File: src/rtl/clock_display_pkg.sv
// Shared types and constants for the HH:MM:SS seven-segment display driver.
package clock_display_pkg;

  typedef enum logic [1:0] {IDLE, CONV, UPDATE} state_e;
  typedef enum logic [1:0] {HOUR, MIN, SEC} field_e;

  // Active-low gfedcba segment codes
  localparam logic [6:0] SEG_0     = 7'b1000000;
  localparam logic [6:0] SEG_1     = 7'b1111001;
  localparam logic [6:0] SEG_2     = 7'b0100100;
  localparam logic [6:0] SEG_3     = 7'b0110000;
  localparam logic [6:0] SEG_4     = 7'b0011001;
  localparam logic [6:0] SEG_5     = 7'b0010010;
  localparam logic [6:0] SEG_6     = 7'b0000010;
  localparam logic [6:0] SEG_7     = 7'b1111000;
  localparam logic [6:0] SEG_8     = 7'b0000000;
  localparam logic [6:0] SEG_9     = 7'b0010000;
  localparam logic [6:0] SEG_DASH  = 7'b0111111;
  localparam logic [6:0] SEG_BLANK = 7'b1111111;

  // Stored-digit value that the decoder renders as a dash
  localparam logic [3:0] DIG_DASH = 4'hF;

  localparam logic [5:0] HOUR_MAX = 6'd23;
  localparam logic [5:0] MIN_MAX  = 6'd59;
  localparam logic [5:0] SEC_MAX  = 6'd59;

endpackage

File: src/rtl/clock_display_seg7_decode.sv
// BCD digit to active-low seven-segment code; 4'hF renders a dash, other
// non-decimal codes render blank.
module seg7_decode
  import clock_display_pkg::*;
(
  input  logic [3:0] digit_i,
  output logic [6:0] seg_o
);

  // Digit lookup
  always_comb begin
    seg_o = SEG_BLANK;
    case (digit_i)
      4'd0:    seg_o = SEG_0;
      4'd1:    seg_o = SEG_1;
      4'd2:    seg_o = SEG_2;
      4'd3:    seg_o = SEG_3;
      4'd4:    seg_o = SEG_4;
      4'd5:    seg_o = SEG_5;
      4'd6:    seg_o = SEG_6;
      4'd7:    seg_o = SEG_7;
      4'd8:    seg_o = SEG_8;
      4'd9:    seg_o = SEG_9;
      DIG_DASH: seg_o = SEG_DASH;
      default: seg_o = SEG_BLANK;
    endcase
  end

endmodule

File: src/rtl/clock_display.sv
// Time-of-day display driver: snapshots hour/min/sec on change, converts each
// field to BCD by repeated subtraction, then loads all six digits at once.
// Optional blink-while-paused behaviour is compiled in with CLOCK_DISPLAY_BLINK_EN.
//
// state  | meaning
// IDLE   | waiting for the inputs to differ from the snapshot
// CONV   | subtract-by-10 on the current field, store digits when < 10
// UPDATE | load all six hex outputs, pulse range_err, drop busy
module clock_display
  import clock_display_pkg::*;
#(
  parameter int BLINK_DIV = 25_000_000
) (
  input  logic       clk_i,
  input  logic       rst_n_i,
  input  logic       enable_i,
  input  logic [4:0] hour_i,
  input  logic [5:0] min_i,
  input  logic [5:0] sec_i,
  output logic [6:0] hex5_o,
  output logic [6:0] hex4_o,
  output logic [6:0] hex3_o,
  output logic [6:0] hex2_o,
  output logic [6:0] hex1_o,
  output logic [6:0] hex0_o,
  output logic       busy_o,
  output logic       range_err_o
);

  state_e            state_q, state_d;
  field_e            field_q, field_d;
  logic [16:0]       snap_q, snap_d;
  logic [5:0]        work_q, work_d;
  logic [2:0]        tens_q, tens_d;
  logic [5:0][3:0]   dig_q, dig_d;
  logic [2:0]        err_q, err_d;
  logic [5:0][6:0]   hex_q, hex_d;
  logic              busy_q, busy_d;
  logic              rerr_q, rerr_d;

  logic [16:0]       time_w;
  logic [5:0][6:0]   seg_w;
  logic [5:0][6:0]   disp_w;
  logic              over_w;
  logic [3:0]        tdig_w, udig_w;

  assign time_w = {hour_i, min_i, sec_i};

  // Next-state and datapath for the snapshot / convert / update sequence
  always_comb begin
    state_d = state_q;
    field_d = field_q;
    snap_d  = snap_q;
    work_d  = work_q;
    tens_d  = tens_q;
    dig_d   = dig_q;
    err_d   = err_q;
    hex_d   = hex_q;
    busy_d  = busy_q;
    rerr_d  = 1'b0;
    over_w  = 1'b0;
    tdig_w  = {1'b0, tens_q};
    udig_w  = work_q[3:0];

    case (field_q)
      HOUR:    over_w = {1'b0, snap_q[16:12]} > HOUR_MAX;
      MIN:     over_w = snap_q[11:6] > MIN_MAX;
      default: over_w = snap_q[5:0] > SEC_MAX;
    endcase
    if (over_w) begin
      tdig_w = DIG_DASH;
      udig_w = DIG_DASH;
    end

    case (state_q)
      IDLE: begin
        if (time_w != snap_q) begin
          snap_d  = time_w;
          work_d  = {1'b0, hour_i};
          tens_d  = 3'd0;
          field_d = HOUR;
          err_d   = 3'b000;
          busy_d  = 1'b1;
          state_d = CONV;
        end
      end
      CONV: begin
        if (work_q >= 6'd10) begin
          work_d = work_q - 6'd10;
          tens_d = tens_q + 3'd1;
        end else begin
          tens_d = 3'd0;
          case (field_q)
            HOUR: begin
              dig_d[5] = tdig_w;
              dig_d[4] = udig_w;
              err_d[2] = over_w;
              work_d   = snap_q[11:6];
              field_d  = MIN;
            end
            MIN: begin
              dig_d[3] = tdig_w;
              dig_d[2] = udig_w;
              err_d[1] = over_w;
              work_d   = snap_q[5:0];
              field_d  = SEC;
            end
            default: begin
              dig_d[1] = tdig_w;
              dig_d[0] = udig_w;
              err_d[0] = over_w;
              state_d  = UPDATE;
            end
          endcase
        end
      end
      UPDATE: begin
        hex_d   = seg_w;
        rerr_d  = |err_q;
        busy_d  = 1'b0;
        state_d = IDLE;
      end
      default: state_d = IDLE;
    endcase
  end

  // State and datapath registers; reset blanks the display and forces a reconversion
  always_ff @(posedge clk_i) begin
    if (!rst_n_i) begin
      state_q <= IDLE;
      field_q <= HOUR;
      snap_q  <= '1;
      work_q  <= '0;
      tens_q  <= '0;
      dig_q   <= '0;
      err_q   <= '0;
      hex_q   <= {6{SEG_BLANK}};
      busy_q  <= 1'b0;
      rerr_q  <= 1'b0;
    end else begin
      state_q <= state_d;
      field_q <= field_d;
      snap_q  <= snap_d;
      work_q  <= work_d;
      tens_q  <= tens_d;
      dig_q   <= dig_d;
      err_q   <= err_d;
      hex_q   <= hex_d;
      busy_q  <= busy_d;
      rerr_q  <= rerr_d;
    end
  end

  for (genvar i = 0; i < 6; i++) begin : g_dec
    seg7_decode u_dec (
      .digit_i (dig_q[i]),
      .seg_o   (seg_w[i])
    );
  end

`ifdef CLOCK_DISPLAY_BLINK_EN
  localparam int CW = (BLINK_DIV > 1) ? $clog2(BLINK_DIV) : 1;

  logic [CW-1:0] blink_cnt_q;
  logic          phase_q;
  logic          blank_q;

  // Blink phase timer, parked at zero while the time counter is running
  always_ff @(posedge clk_i) begin
    if (!rst_n_i || enable_i) begin
      blink_cnt_q <= '0;
      phase_q     <= 1'b0;
      blank_q     <= 1'b0;
    end else begin
      if (blink_cnt_q == CW'(BLINK_DIV - 1)) begin
        blink_cnt_q <= '0;
        phase_q     <= ~phase_q;
      end else begin
        blink_cnt_q <= blink_cnt_q + 1'b1;
      end
      blank_q <= phase_q;
    end
  end

  assign disp_w = blank_q ? {6{SEG_BLANK}} : hex_q;
`else
  logic unused_blink;
  assign unused_blink = enable_i ^ (BLINK_DIV == 0);
  assign disp_w       = hex_q;
`endif

  assign hex5_o      = disp_w[5];
  assign hex4_o      = disp_w[4];
  assign hex3_o      = disp_w[3];
  assign hex2_o      = disp_w[2];
  assign hex1_o      = disp_w[1];
  assign hex0_o      = disp_w[0];
  assign busy_o      = busy_q;
  assign range_err_o = rerr_q;

endmodule

File: config.mk
export PLATFORM = sky130hd
export DESIGN_NAME = clock_display
export DESIGN_NICKNAME = d
export VERILOG_FILES = /design/src/rtl/clock_display_pkg.sv /design/src/rtl/clock_display_seg7_decode.sv /design/src/rtl/clock_display.sv
export SDC_FILE = /design/constraint.sdc
export NUM_CORES = 1
export LEC_CHECK = 0
export BUFFER_PORTS_ARGS = -buffer_cell sky130_fd_sc_hd__buf_2
export CORE_UTILIZATION = 35
export DETAILED_ROUTE_END_ITERATION = 12
export PLACE_DENSITY = 0.51
export RECOVER_POWER = 100
export SYNTH_ARGS = -nofsm -noshare
export SYNTH_HDL_FRONTEND = slang
export SYNTH_SLANG_ARGS = --single-unit
File: constraint.sdc
create_clock -name clk_i -period 2.25 [get_ports clk_i]
set_input_delay 0.1125 -clock clk_i [delete_from_list [all_inputs] [get_ports clk_i]]
set_output_delay 0.1125 -clock clk_i [all_outputs]
set_load 0.01 [all_outputs]
==> results_dict.tcl <==
set metrics [dict create \
    intPower_mw 3.00 \
    setup_bufs_post_cts 0 \
    fillerInstances 1676 \
    global_route.usage.total_pct 17.2 \
    netSwitchingPower_mw 1.18 \
    worstPathArrival_ps 2240 \
    routabilityCongestion 0.813 \
    synth.yosys.seq_area_share_pct 35.4 \
    mappedNetlistNets 716 \
    grt_start_max_net_pins 27 \
    register_bit_total_from_synthesis 101 \
    report.final.hold_viol_count 0 \
    power.combinational.fraction_pct 14.5 \
    layout.nets 761 \
    placement.io_buffers 62 \
    final_period_minus_worst_setup_slack_ps 1980 \
    totalPowerFinal_mw 4.18 \
    sequentialPowerShare_pct 47.4 \
    grt_antenna_before_repair 0 \
    relSlewSlack_pct 33.1 \
    total_cell_area_at_the_placement_stage_um2 6210 \
    synthCells 658 \
    max_vdd_drop_v 0.000383 \
    vias 4693 \
    areaGrowthSynthToFinish_pct 11.0 \
    finalInstanceArea_um2 6340 \
    postSynthAreaPerCell_um2 8.68 \
    floorplan.die.width_um 130 \
    yosys-top-cells-count "101 x sky130_fd_sc_hd__dfxtp_1, 66 x sky130_fd_sc_hd__nor2_1, 52 x sky130_fd_sc_hd__nand2_1, 43 x sky130_fd_sc_hd__inv_1, 43 x sky130_fd_sc_hd__o21ai_0" \
    yosysWarnings 0 \
    clockBufferDepth 2 \
    post-synth-top-area-cell "sky130_fd_sc_hd__dfxtp_1" \
    rsz_0062_raised_after_global_routing "false" \
    h-tree-depth 3 \
    boundaryPins 64 \
    number_of_enable_flip_flop_cells_after_synthesis 0 \
    worstSetupPathType "reg2reg" \
    antenna_cells 0 \
    async_flop_share_pct 0 \
    initial_utilization_pct 36.0 \
    holdCritPathClass "in2reg" \
    core_um2 15900 \
    ys_types 56 \
    maxClockFrequency_mhz 504 \
    wl_um 13600 \
    final-setup-viol-count 0 \
    detail_route.drc_violations 0 \
    critical_path_peak_fanout 16 \
    required_ps 2510 \
    vias_per_cell 5.08 \
    die_height_um 130 \
    synth_top_flop_cell "sky130_fd_sc_hd__dfxtp_1" \
    fin_crit_sh_pct 88.2 \
    timing.final.max_slew_violations 0 \
    finClkSkew_ps 7.27 \
    dr.pass1.iters 4 \
    gr-total-overflow 0 \
    cts_tree "done" \
    post_cts_resized 0 \
    synth.most_common_cell "sky130_fd_sc_hd__dfxtp_1" \
    switching_share_pct 28.2 \
    clock_transition_at_the_registers_of_the_reported_paths_ps 70 \
    floorplan.die_area_um2 16800 \
    std_cell_rows 46 \
    drt-wirelength-per-cell_um 14.7 \
    postRouteAntennaNets 0 \
    postCtsHoldBufs 0 \
    tightestPinTransition_ps 1000 \
    worst_setup_path_start_kind "register" \
    setup.worst_path.end_class "register" \
    power_per_unit_of_standard_cell_area_nw_per_um2 659 \
    synth.top_cell.area_share_pct 35.4 \
    cts_buffers 9 \
    grt_pass1_wl_um 22700 \
    netlist_area_um2 5710 \
    power.share.clock_pct 38.0 \
    leakage_nw 2.57 \
    outcome "finished, final reports clean" \
    detailed_place_hpwl_um 9830 \
    finalSetupTns_ps 0 \
    post_route_cells_drive_above_1_share_pct 10.5 \
    via_count_of_the_first_global_routing_pass 4548 \
    drtIter0Drc 223 \
    synth_area_leaders "sky130_fd_sc_hd__dfxtp_1 35%, sky130_fd_sc_hd__ha_1 8.3%, sky130_fd_sc_hd__mux2i_1 4.6%" \
    insertion_delay_ps 350 \
    clock-root-buffer "sky130_fd_sc_hd__clkbuf_16" \
    tritoncts_num_sinks 101 \
    timing.max_cap.violations 0 \
]
==> through the flow <==
step	worst slack, ps	hold slack (ps)	util (%)	instances
2_1_floorplan	659	237	-	658
3_3_place_gp	351	388	39.1	908
3_5_place_dp	310	396	39.1	908
4_1_cts	279	24.3	41.0	924
5_1_grt	101	56.2	39.9	924
6_report	266	52.4	39.9	924
==> kinds of logic after synthesis <==
kind of cell / count (synthesis) / share of synthesized area [%]
compound gates: 183 / 23.9
xor+xnor: 25 / 3.83
fa+ha+maj: 38 / 8.32
buf+inv: 92 / 7.36
flops: 101 / 35.4
mux: 27 / 4.75
simple gates: 192 / 16.5
==> layer usage <==
| layer | track usage (%) | vias to the layer above | wire (µm) |
|---|---|---|---|
| met5 | 0 | - | 0 |
| met4 | 6.91 | 0 | 255 |
| met2 | 29.3 | 67 | 6410 |
| met1 | 21.7 | 2204 | 6500 |
| li1 | - | 2404 | - |
| met3 | 2.54 | 18 | 395 |
==> area by class of cell <==
class / count / area (µm²) / area share (%)
flip-flops and latches: 101 / 2020 / 31.9
multi-input cells: 465 / 3180 / 50.2
well taps: 216 / 270 / 4.26
clock buffers: 10 / 239 / 3.77
repair buffers: 82 / 402 / 6.33
inverters: 44 / 165 / 2.60
clock inverters: 6 / 61.3 / 0.966
==> final timing paths <==
kind | start | endpoint | slack (ps) | depth (start not counted)
setup / recovery | work_q[4] | dig_q[10] | 270 | 6
hold / removal | min_i[3] | snap_q[9] | 50 | 3
setup reg to reg | work_q[4] | dig_q[10] | 270 | 6
hold reg to reg | busy_o | busy_o | 460 | 2
==> cell usage in the layout, fill, tap and decap left out, types with 2 or more instances in the layout <==
| master | netlist | routed |
|---|---|---|
| sky130_fd_sc_hd__a211o_1 | 3 | 3 |
| sky130_fd_sc_hd__a211oi_1 | 32 | 34 |
| sky130_fd_sc_hd__a21o_1 | 6 | 6 |
| sky130_fd_sc_hd__a21oi_1 | 25 | 25 |
| sky130_fd_sc_hd__a311oi_1 | 2 | 2 |
| sky130_fd_sc_hd__a31oi_1 | 2 | 2 |
| sky130_fd_sc_hd__a41oi_1 | 2 | 2 |
| sky130_fd_sc_hd__and4_1 | 4 | 4 |
| sky130_fd_sc_hd__buf_2 | 9 | 18 |
| sky130_fd_sc_hd__buf_4 | 4 | 13 |
| sky130_fd_sc_hd__clkbuf_1 | 27 | 45 |
| sky130_fd_sc_hd__clkbuf_16 | 0 | 9 |
| sky130_fd_sc_hd__clkbuf_2 | 0 | 5 |
| sky130_fd_sc_hd__clkinv_2 | 0 | 3 |
| sky130_fd_sc_hd__dfxtp_1 | 101 | 101 |
| sky130_fd_sc_hd__ha_1 | 38 | 38 |
| sky130_fd_sc_hd__inv_1 | 43 | 43 |
| sky130_fd_sc_hd__mux2i_1 | 26 | 26 |
| sky130_fd_sc_hd__nand2_1 | 52 | 52 |
| sky130_fd_sc_hd__nand2b_1 | 13 | 13 |
| sky130_fd_sc_hd__nand3_1 | 23 | 23 |
| sky130_fd_sc_hd__nand4_1 | 8 | 8 |
| sky130_fd_sc_hd__nor2_1 | 66 | 67 |
| sky130_fd_sc_hd__nor2b_1 | 8 | 8 |
| sky130_fd_sc_hd__nor3_1 | 4 | 6 |
| sky130_fd_sc_hd__o211ai_1 | 27 | 36 |
| sky130_fd_sc_hd__o211ai_2 | 18 | 9 |
| sky130_fd_sc_hd__o21a_1 | 2 | 2 |
| sky130_fd_sc_hd__o21ai_0 | 43 | 44 |
| sky130_fd_sc_hd__o21ai_4 | 2 | 2 |
| sky130_fd_sc_hd__o221ai_1 | 6 | 6 |
| sky130_fd_sc_hd__o311ai_0 | 2 | 2 |
| sky130_fd_sc_hd__xnor2_1 | 11 | 11 |
| sky130_fd_sc_hd__xor2_1 | 14 | 14 |
==> registers in the layout (all words and copies together) (netlist names), 6 cells and up <==
| name | flops |
|---|---|
| dig_q | 24 |
| snap_q | 17 |
| hex0_o | 7 |
| hex1_o | 7 |
| hex2_o | 7 |
| hex3_o | 7 |
| hex4_o | 7 |
| hex5_o | 7 |
| work_q | 6 |
==> power groups by stage <==
stage | clock network (mW) | logic [mW] | registers, mW
after detailed placement | 0 | 0.636 | 2.02
after floorplan | 0 | 0.522 | 1.97
final | 1.59 | 0.607 | 1.98
after CTS | 1.64 | 0.639 | 1.98
after global routing | 1.71 | 0.686 | 2.00
after global placement | 0 | 0.618 | 2.02
==> worst max-delay path, stage by stage, from the launching register on <==
cell                       delay [ps]
sky130_fd_sc_hd__dfxtp_1          360
sky130_fd_sc_hd__nor2_1           480
sky130_fd_sc_hd__nand2_4          170
sky130_fd_sc_hd__nor3_1           210
sky130_fd_sc_hd__clkbuf_2         350
sky130_fd_sc_hd__nor2_1            70
sky130_fd_sc_hd__a211oi_1         240
Note: power is estimated with default switching activity, not from simulation.
